--- config.mk ---
export PLATFORM = sky130hd
export DESIGN_NAME = alu_exec
export DESIGN_NICKNAME = d
export VERILOG_FILES = /design/src/rtl/alu_pkg.sv /design/src/rtl/alu_seq_muldiv.sv /design/src/rtl/alu_exec.sv
export SDC_FILE = /design/constraint.sdc
export NUM_CORES = 1
export LEC_CHECK = 0
export CORE_MARGIN = 4
export CORE_UTILIZATION = 40
export CTS_BUF_LIST = sky130_fd_sc_hd__clkbuf_8
export DETAILED_ROUTE_END_ITERATION = 8
export PLACE_DENSITY = 0.6
export SLEW_MARGIN = 40
export SYNTH_ARGS = -nofsm -noshare
export SYNTH_HDL_FRONTEND = slang
export SYNTH_SLANG_ARGS = --single-unit
--- constraint.sdc ---
create_clock -name clk -period 9.1 [get_ports clk]
set_clock_uncertainty 0.05 [all_clocks]
set_input_delay 1.82 -clock clk [delete_from_list [all_inputs] [get_ports clk]]
set_output_delay 1.82 -clock clk [all_outputs]
set_load 0.05 [all_outputs]
--- src/rtl/alu_pkg.sv ---
// ============================================================================
// Module      : alu_pkg
// Description : Shared opcode constants (as emitted by the ALU control
//               decoder) and the alu_exec FSM state encoding.
//               Optional divider build: define ALU_EXEC_DIV_EN.
// Revision    : 1.0 - initial release
// ============================================================================
`default_nettype none

package alu_pkg;

  localparam logic [3:0] C_OP_ADD  = 4'b0000;
  localparam logic [3:0] C_OP_SUB  = 4'b0001;
  localparam logic [3:0] C_OP_MUL  = 4'b0011;
  localparam logic [3:0] C_OP_DIV  = 4'b0100;
  localparam logic [3:0] C_OP_SHL  = 4'b0101;
  localparam logic [3:0] C_OP_SHR  = 4'b0110;
  localparam logic [3:0] C_OP_ROTL = 4'b0111;
  localparam logic [3:0] C_OP_ROTR = 4'b1000;
  localparam logic [3:0] C_OP_ADDA = 4'b1001;
  localparam logic [3:0] C_OP_SUBB = 4'b1010;

  typedef enum logic [2:0] {
    S_IDLE = 3'd0,
    S_EXEC = 3'd1,
    S_MUL  = 3'd2,
`ifdef ALU_EXEC_DIV_EN
    S_DIV  = 3'd3,
`endif
    S_DONE = 3'd4
  } alu_state_e;

endpackage

`default_nettype wire

--- src/rtl/alu_seq_muldiv.sv ---
// ============================================================================
// Module      : alu_seq_muldiv
// Description : Iterative unsigned engine, one bit per cycle for WIDTH cycles.
//               Shift-add multiply by default; restoring divide is compiled
//               in when ALU_EXEC_DIV_EN is defined. o_done is high during the
//               last iteration cycle, and o_lo/o_hi then carry the final
//               values (they show the result of the step being taken).
// Revision    : 1.0 - initial release
// ============================================================================
`default_nettype none

module alu_seq_muldiv #(
  parameter int WIDTH = 16
) (
  input  logic             clk,
  input  logic             rst,
  input  logic             i_start,
`ifdef ALU_EXEC_DIV_EN
  input  logic             i_div,
`endif
  input  logic [WIDTH-1:0] i_a,
  input  logic [WIDTH-1:0] i_b,
  output logic             o_done,
  output logic [WIDTH-1:0] o_lo,
  output logic [WIDTH-1:0] o_hi
);

  localparam int CNT_W = $clog2(WIDTH);

  logic               r_busy;
  logic [CNT_W-1:0]   r_cnt;
  logic [WIDTH-1:0]   r_hi;    // partial product high half / partial remainder
  logic [WIDTH-1:0]   r_lo;    // multiplier bits / dividend-quotient bits
  logic [WIDTH-1:0]   r_opd;   // multiplicand / divisor
`ifdef ALU_EXEC_DIV_EN
  logic               r_div;
  logic [WIDTH:0]     w_shift;
  logic [WIDTH:0]     w_trial;
`endif
  logic [WIDTH:0]     w_sum;
  logic [2*WIDTH-1:0] w_prod;
  logic [WIDTH-1:0]   w_nxt_hi;
  logic [WIDTH-1:0]   w_nxt_lo;

  // One iteration step: add-then-shift-right for multiply, shift-then-trial-subtract for divide
  always_comb begin
    w_sum    = {1'b0, r_hi} + (r_lo[0] ? {1'b0, r_opd} : {(WIDTH+1){1'b0}});
    w_prod   = {w_sum, r_lo[WIDTH-1:1]};
    w_nxt_hi = w_prod[2*WIDTH-1:WIDTH];
    w_nxt_lo = w_prod[WIDTH-1:0];
`ifdef ALU_EXEC_DIV_EN
    w_shift  = {r_hi, r_lo[WIDTH-1]};
    w_trial  = w_shift - {1'b0, r_opd};
    if (r_div) begin
      if (w_trial[WIDTH]) begin
        // trial went negative: restore, quotient bit 0
        w_nxt_hi = w_shift[WIDTH-1:0];
        w_nxt_lo = {r_lo[WIDTH-2:0], 1'b0};
      end else begin
        w_nxt_hi = w_trial[WIDTH-1:0];
        w_nxt_lo = {r_lo[WIDTH-2:0], 1'b1};
      end
    end
`endif
  end

  assign o_done = r_busy && (r_cnt == CNT_W'(WIDTH-1));
  assign o_lo   = w_nxt_lo;
  assign o_hi   = w_nxt_hi;

  // Load operands on start, then iterate until the last step is taken
  always_ff @(posedge clk or posedge rst) begin
    if (rst) begin
      r_busy <= 1'b0;
      r_cnt  <= '0;
      r_hi   <= '0;
      r_lo   <= '0;
      r_opd  <= '0;
`ifdef ALU_EXEC_DIV_EN
      r_div  <= 1'b0;
`endif
    end else if (i_start) begin
      r_busy <= 1'b1;
      r_cnt  <= '0;
      r_hi   <= '0;
      r_lo   <= i_a;
      r_opd  <= i_b;
`ifdef ALU_EXEC_DIV_EN
      r_div  <= i_div;
`endif
    end else if (r_busy) begin
      r_hi  <= w_nxt_hi;
      r_lo  <= w_nxt_lo;
      r_cnt <= r_cnt + 1'b1;
      if (o_done) begin
        r_busy <= 1'b0;
      end
    end
  end

endmodule

`default_nettype wire

--- src/rtl/alu_exec.sv ---
// ============================================================================
// Module      : alu_exec
// Description : Multi-cycle ALU execute stage. Single-cycle add/sub/shift/
//               rotate on the EXEC path, iterative multiply (and divide when
//               ALU_EXEC_DIV_EN is defined) through alu_seq_muldiv.
//               Results are registered on entry to DONE and held until the
//               next done pulse.
// Revision    : 1.0 - initial release
// ============================================================================
`default_nettype none

module alu_exec
  import alu_pkg::*;
#(
  parameter int WIDTH = 16
) (
  input  logic             clk,
  input  logic             rst,
  input  logic             start,
  input  logic [3:0]       alu_control,
  input  logic [WIDTH-1:0] a,
  input  logic [WIDTH-1:0] b,
  output logic [WIDTH-1:0] result,
  output logic [WIDTH-1:0] result_hi,
  output logic             zero,
  output logic             busy,
  output logic             done,
  output logic             err
);

  localparam int               ROT_W        = $clog2(WIDTH);
  localparam logic [ROT_W:0]   C_ROT_SPAN   = (ROT_W+1)'(WIDTH);
  localparam logic [WIDTH-1:0] C_SHIFT_LIM  = WIDTH'(WIDTH);

  alu_state_e       r_state;
  alu_state_e       w_next_state;
  logic [WIDTH-1:0] r_a;
  logic [WIDTH-1:0] r_b;
  logic [3:0]       r_op;
  logic [WIDTH-1:0] r_result;
  logic [WIDTH-1:0] r_result_hi;
  logic             r_err;

  logic [WIDTH-1:0] w_exec_res;
  logic [WIDTH-1:0] w_exec_hi;
  logic             w_exec_err;
  logic [ROT_W-1:0] w_rot_amt;
  logic [ROT_W:0]   w_rot_inv;
  logic             w_shift_big;

  logic             w_sub_start;
  logic             w_sub_done;
  logic [WIDTH-1:0] w_sub_lo;
  logic [WIDTH-1:0] w_sub_hi;
`ifdef ALU_EXEC_DIV_EN
  logic             w_sub_div;
  assign w_sub_div = (alu_control == C_OP_DIV);
`endif

  // State register
  always_ff @(posedge clk or posedge rst) begin
    if (rst) r_state <= S_IDLE;
    else     r_state <= w_next_state;
  end

  // Next-state logic; divide by zero skips the engine and takes the EXEC path
  always_comb begin
    w_next_state = r_state;
    case (r_state)
      S_IDLE: begin
        if (start) begin
          if (alu_control == C_OP_MUL) w_next_state = S_MUL;
`ifdef ALU_EXEC_DIV_EN
          else if (alu_control == C_OP_DIV && b != '0) w_next_state = S_DIV;
`endif
          else w_next_state = S_EXEC;
        end
      end
      S_EXEC: w_next_state = S_DONE;
      S_MUL:  if (w_sub_done) w_next_state = S_DONE;
`ifdef ALU_EXEC_DIV_EN
      S_DIV:  if (w_sub_done) w_next_state = S_DONE;
`endif
      S_DONE: w_next_state = S_IDLE;
      default: w_next_state = S_IDLE;
    endcase
  end

  // FSM outputs and engine launch
  always_comb begin
    busy        = (r_state != S_IDLE);
    done        = (r_state == S_DONE);
    w_sub_start = (r_state == S_IDLE) && start &&
                  (w_next_state != S_EXEC) && (w_next_state != S_IDLE);
  end

  // Single-cycle operations on the latched operands
  always_comb begin
    w_rot_amt   = r_b[ROT_W-1:0];
    w_rot_inv   = C_ROT_SPAN - {1'b0, w_rot_amt};
    w_shift_big = (r_b >= C_SHIFT_LIM);
    w_exec_res  = '0;
    w_exec_hi   = '0;
    w_exec_err  = 1'b0;
    case (r_op)
      C_OP_ADD, C_OP_ADDA: w_exec_res = r_a + r_b;
      C_OP_SUB, C_OP_SUBB: w_exec_res = r_a - r_b;
      C_OP_SHL:  w_exec_res = w_shift_big ? '0 : (r_a << r_b[3:0]);
      C_OP_SHR:  w_exec_res = w_shift_big ? '0 : (r_a >> r_b[3:0]);
      C_OP_ROTL: w_exec_res = (r_a << w_rot_amt) | (r_a >> w_rot_inv);
      C_OP_ROTR: w_exec_res = (r_a >> w_rot_amt) | (r_a << w_rot_inv);
      C_OP_DIV: begin
`ifdef ALU_EXEC_DIV_EN
        // only reached with a zero divisor
        w_exec_res = '1;
        w_exec_hi  = r_a;
        w_exec_err = 1'b1;
`else
        w_exec_err = 1'b1;
`endif
      end
      default: w_exec_err = 1'b1;
    endcase
  end

  // Operand latch in IDLE and result capture on entry to DONE
  always_ff @(posedge clk or posedge rst) begin
    if (rst) begin
      r_a         <= '0;
      r_b         <= '0;
      r_op        <= '0;
      r_result    <= '0;
      r_result_hi <= '0;
      r_err       <= 1'b0;
    end else begin
      if (r_state == S_IDLE && start) begin
        r_a  <= a;
        r_b  <= b;
        r_op <= alu_control;
      end
      if (r_state == S_EXEC) begin
        r_result    <= w_exec_res;
        r_result_hi <= w_exec_hi;
        r_err       <= w_exec_err;
      end else if (w_sub_done) begin
        r_result    <= w_sub_lo;
        r_result_hi <= w_sub_hi;
        r_err       <= 1'b0;
      end
    end
  end

  assign result    = r_result;
  assign result_hi = r_result_hi;
  assign err       = r_err;
  assign zero      = (r_result == '0);

  alu_seq_muldiv #(
    .WIDTH (WIDTH)
  ) u_muldiv (
    .clk     (clk),
    .rst     (rst),
    .i_start (w_sub_start),
`ifdef ALU_EXEC_DIV_EN
    .i_div   (w_sub_div),
`endif
    .i_a     (a),
    .i_b     (b),
    .o_done  (w_sub_done),
    .o_lo    (w_sub_lo),
    .o_hi    (w_sub_hi)
  );

endmodule

`default_nettype wire

==> flow_summary.ini, run 1 <==
[critical_path]
crit_fanout = 46
critPathCaptureType = register
worstPathRequired_ps = 9380
startpoint_type = register
setup.worst_path.class = register to register
cp.arrival_ps = 4900
rr_worst_depth = 13
r2r_setup_slack_ps = 4480

[clock_network]
cts.path.max_buffers = 2
cts_sinks = 125
clk_latency_ps = 450
post_cts_buffers = 0
cts_buffers = 17
h-tree-depth = 4
cts_tree = built
cts_hold_buf = 0
clkTransAtPathRegs_ps = 90
root_buffer = clkbuf_8
cts_resized = 0

[synth]
synth_edf_count = 0
ys_types = 74
syn_area_um2 = 10500
synth_top_area_share_pct = 29.9
async_reset_ff_share_pct = 100
synth_common_cells = nand2_1 (196), nor2_1 (135), dfrtp_1 (125)
ys_seq_area_share_pct = 29.9
synthCells = 1235
synth_top_cell_by_area = dfrtp_1
synth_most_common_cell = nand2_1
syn-mean-instance-area_um2 = 8.48
synthFlopType = dfrtp_1
synth_fp_nets = 1310
ys_ff_latch = 125
yosysWarnings = 0
synth_area_leaders = dfrtp_1 (30%), mux2i_1 (7.7%), mux4_2 (7.5%)

[route]
avgRoutedWirePerCell_um = 24.7
vias_per_cell = 6.20
drc = 0
dr_total_vias = 9916
drt_iter0_drc = 905
firstDrtPassIters = 5
wirelength_um = 39500
postRouteAntennaNets = 0

[global_route]
grtUsageTotal_pct = 27.1
grt_pass1_vias = 9599
grt_antenna_before_repair = 0
grt_max_degree = 73
grt_pass1_wl_um = 59900
overflow = 0

[place]
place_inst = 1568
dp_hpwl_um = 28400
gp_congestion = 1.05
numPortBuffers = 74
place_ws_ps = 4500

[hold_path]
hold_class = register to register
whs_path_depth = 1

[die]
start_util_pct = 41.1
die_width_um = 170
design.core.area_um2 = 25500
die_area_um2 = 28800
die_h_um = 170
io-pin-count = 75
rows = 58

[sta]
period_needed_ps = 4620
hold_viol_final = 0
slew_headroom_pct = 36.5
rsz0062_at_grt = false
setup_ws_ps = 4480
timing.fmax_mhz = 217
drv_slew = 0
fin_crit_sh_pct = 50.7
setup_violations = 0
whs_ps = 461
worst_slew_pin_slew_ps = 952
fin_setup_tns_ps = 0

[layout]
antenna_cells = 0
final_cells = 1600
drive_above_1_share_pct = 12.0
nets = 1332
synthToLayoutAreaGrowth_pct = 12.9
utilization_pct = 46.4

[pwr]
vdd_drop_max_mv = 0.169
p_per_area_nw_per_um2 = 441
p_leak_nw = 4.93

[status]
status = finished, final reports clean

[job]
drv_cap = 0
[where the power goes]
| group | internal, mW | switching, mW | total (mW) |
|---|---|---|---|
| clock network | 0.201 | 0.258 | 0.458 |
| registers | 0.777 | 0.348 | 1.13 |
| logic | 1.43 | 2.20 | 3.63 |
| total | 2.41 | 2.81 | 5.21 |
[worst max-delay path, cell delays in order, from the launching register on]
cell	delay [ps]
dfrtp_2	390
buf_4	310
inv_1	440
ha_1	590
nand2_1	160
o31ai_1	270
xor2_1	190
ha_1	310
a2111oi_1	640
a211oi_1	230
a211oi_1	280
o21bai_1	120
mux2i_1	130
o311a_1	350
[layout make-up]
class / count / area (um2)
fill: 2472 / 13600
multi-input combinational: 1002 / 6940
sequential: 125 / 3130
timing repair buffer: 98 / 928
tap: 330 / 413
clock buffer: 18 / 248
clock inverter: 14 / 110
inverter: 13 / 51.3
[routing by layer]
metal | vias up | share of wire (%) | global-route usage, %
met5 | - | 0 | 0
met4 | 0 | 4.8 | 11.8
met3 | 89 | 8.0 | 5.44
met2 | 437 | 47 | 43.5
met1 | 4846 | 41 | 35.6
li1 | 4544 | - | -
[through the flow]
| stage | power (mW) | instance area, um2 |
|---|---|---|
| 2_1_floorplan | 3.62 | 10500 |
| 3_3_place_gp | 4.66 | 11500 |
| 3_5_place_dp | 4.67 | 11500 |
| 4_1_cts | 5.15 | 11800 |
| 5_1_grt | 5.55 | 11800 |
| 6_report | 5.21 | 11800 |
[cell families after synthesis]
logic type      count (synthesis)  share of synthesized area [%]
buf+inv                       108                           4.06
xor+xnor                       38                           3.18
mux                           146                           18.5
fa+ha+maj                      36                           4.44
simple gates                  483                           21.0
compound gates                299                           19.0
flops                         125                           29.9
[placed cells by master (no fill, tap or decap), drive strengths merged, types with 21 or more instances in the layout]
cell,n
a211oi,23
ha,34
clkdlybuf4s50,74
nor2,139
mux2,30
dfrtp,125
nor3,28
and2,22
nand2,197
nand2b,23
xnor2,21
o21ai,83
mux2i,81
a21oi,51
mux4,35
buf,24
[registers in the layout (all words and copies together), names as in the netlist, 4 cells and up]
signal          cells
result_hi          16
r_b                16
r_a                16
u_muldiv.r_opd     16
u_muldiv.r_cnt      4
u_muldiv.r_lo      16
u_muldiv.r_hi      16
result             16
r_op                4
[worst paths after layout]
check / startpoint / to
max: r_b[1]$_DFFE_PP0P_ / result[13]$_DFFE_PP0P_
min: u_muldiv.r_opd[9]$_DFFE_PP0P_ / u_muldiv.r_opd[9]$_DFFE_PP0P_
max reg2reg: r_b[1]$_DFFE_PP0P_ / result[13]$_DFFE_PP0P_
min reg2reg: u_muldiv.r_opd[9]$_DFFE_PP0P_ / u_muldiv.r_opd[9]$_DFFE_PP0P_
max in group asynchronous: rst / r_b[0]$_DFFE_PP0P_
min in group asynchronous: rst / result_hi[4]$_DFFE_PP0P_
No activity file was read; power rests on OpenSTA's default activity.
==> inputs of run 2 (changes only) <==
clock period = 4.3 ns   (was 9.1 ns; I/O delays follow)
==> run 2 against run 1 <==
Net effect:
- critical path type unchanged
- combinational power increased by 110%
- first-iteration DRC count is 14% higher
- fmax increased by 26%
==> flow_summary.ini, run 2 (same netlist as run 1, synthesis figures left out) <==
[global_route]
grt_antenna_before_repair = 0
overflow = 0
grt_pass1_wl_um = 61700
grt_pass1_vias = 9906
grtUsageTotal_pct = 28.2
grt_max_degree = 91

[route]
vias_per_cell = 6.21
dr_total_vias = 10100
avgRoutedWirePerCell_um = 24.9
drt_iter0_drc = 1034
postRouteAntennaNets = 0
drc = 0
wirelength_um = 40300
firstDrtPassIters = 7

[layout]
nFillCells = 2517
antenna_cells = 0
utilization_pct = 47.1
layout_common_cells = nand2_1 (196), nor2_1 (132), dfrtp_1 (120)
synthToLayoutAreaGrowth_pct = 14.5
mostFrequentLayoutCell = nand2_1
nets = 1350
drive_above_1_share_pct = 13.5

[place]
dp_hpwl_um = 29400
place_ws_ps = 722
numPortBuffers = 74
gp_congestion = 1.02

[clock_network]
h-tree-depth = 4
cts_sinks = 125
root_buffer = clkbuf_8
clk_latency_ps = 470
cts_buffers = 17
cts_hold_buf = 0
cts_tree = built
cts.path.max_buffers = 2
post_cts_buffers = 0
clkTransAtPathRegs_ps = 90
cts_resized = 0

[critical_path]
worstPathRequired_ps = 4630
startpoint_type = register
r2r_setup_slack_ps = 640
reg2reg_from = r_op[0]$_DFFE_PP0P_
critPathCaptureType = register
cp.arrival_ps = 3990
rr_worst_depth = 13
crit_fanout = 6
setup.worst_path.class = register to register
rr_endpoint = result[12]$_DFFE_PP0P_

[pwr]
power_frac_seq_pct = 21.3
intPower_mw = 5.18
p_per_area_nw_per_um2 = 934
p_comb_share_pct = 69.6
p_leak_nw = 5.03
p_sw_mw = 6.02
p_clk_share_pct = 9.1
swShare_pct = 53.7
vdd_drop_max_mv = 0.346

[sta]
fin_setup_tns_ps = 0
slew_headroom_pct = 45.2
worst_slew_pin_slew_ps = 822
period_needed_ps = 3660
timing.fmax_mhz = 273
setup_ws_ps = 637
setup_violations = 0
rsz0062_at_grt = false
hold_viol_final = 0
drv_slew = 0
fin_crit_sh_pct = 85.2

[die]
start_util_pct = 41.1
die_area_um2 = 28800
die_width_um = 170
design.core.area_um2 = 25500
io-pin-count = 75
rows = 58
die_h_um = 170

[hold_path]
min_from = u_muldiv.r_opd[10]$_DFFE_PP0P_
holdPathEnd = u_muldiv.r_opd[10]$_DFFE_PP0P_
hold_class = register to register
whs_path_depth = 1

[status]
status = finished, final reports clean

[job]
drv_cap = 0
run 2: critical path: stages (launching register included):
cell and delay (ps):
dfrtp_1 420, nand2b_1 240, o22ai_1 200, nand2b_1 180, nor2_1 130, a21oi_1 80, fa_1 460, a211oi_1 440
o21bai_1 160, a211oi_1 280, o21ai_0 180, mux2i_1 150, or4_1 520, o211ai_1 90
run 2: area by class of cell:
| cell class | instances | area [um2] | area share [%] |
|---|---|---|---|
| clock buffer | 17 | 234 | 1.95 |
| tap | 330 | 413 | 3.44 |
| sequential | 125 | 3130 | 26.1 |
| inverter | 13 | 51.3 | 0.428 |
| multi-input combinational | 1002 | 6940 | 57.9 |
| timing repair buffer | 116 | 1070 | 8.91 |
| clock inverter | 15 | 144 | 1.20 |
run 2: metrics by stage:
step                instance area (um2)  hold WS [ps]  total power [mW]  instances
floorplan                         10500           422              7.66       1235
global placement                  11600           435              10.0       1586
detailed placement                11600           438              10.0       1586
CTS                               12000           456              11.1       1618
global route                      12000           480              12.0       1618
finish                            12000           456              11.2       1618
run 2: power groups by stage:
stage	Combinational, mW	Sequential [mW]	Clock [mW]
floorplan	5.28	2.38	0
global placement	7.65	2.36	0
detailed placement	7.64	2.37	0
CTS	7.69	2.35	1.04
global route	8.45	2.43	1.10
finish	7.80	2.38	1.02
run 2: per-layer routing:
metal	share of wire (%)	global-route usage [%]	up-vias
li1	-	-	4568
met2	45	44.0	445
met4	6.0	15.4	0
met1	41	37.3	4911
met5	0	0	-
met3	7.4	4.72	127
run 2: worst max path at each step:
stage / from / end / cells after the start
finish: r_op[0]$_DFFE_PP0P_ / result[12]$_DFFE_PP0P_ / 13
global route: r_op[0]$_DFFE_PP0P_ / result[12]$_DFFE_PP0P_ / 13
CTS: r_b[0]$_DFFE_PP0P_ / result[14]$_DFFE_PP0P_ / 9
detailed placement: r_b[0]$_DFFE_PP0P_ / result[14]$_DFFE_PP0P_ / 9
global placement: r_b[0]$_DFFE_PP0P_ / result[14]$_DFFE_PP0P_ / 9
floorplan: rst / err$_DFFE_PP0P_ / 1
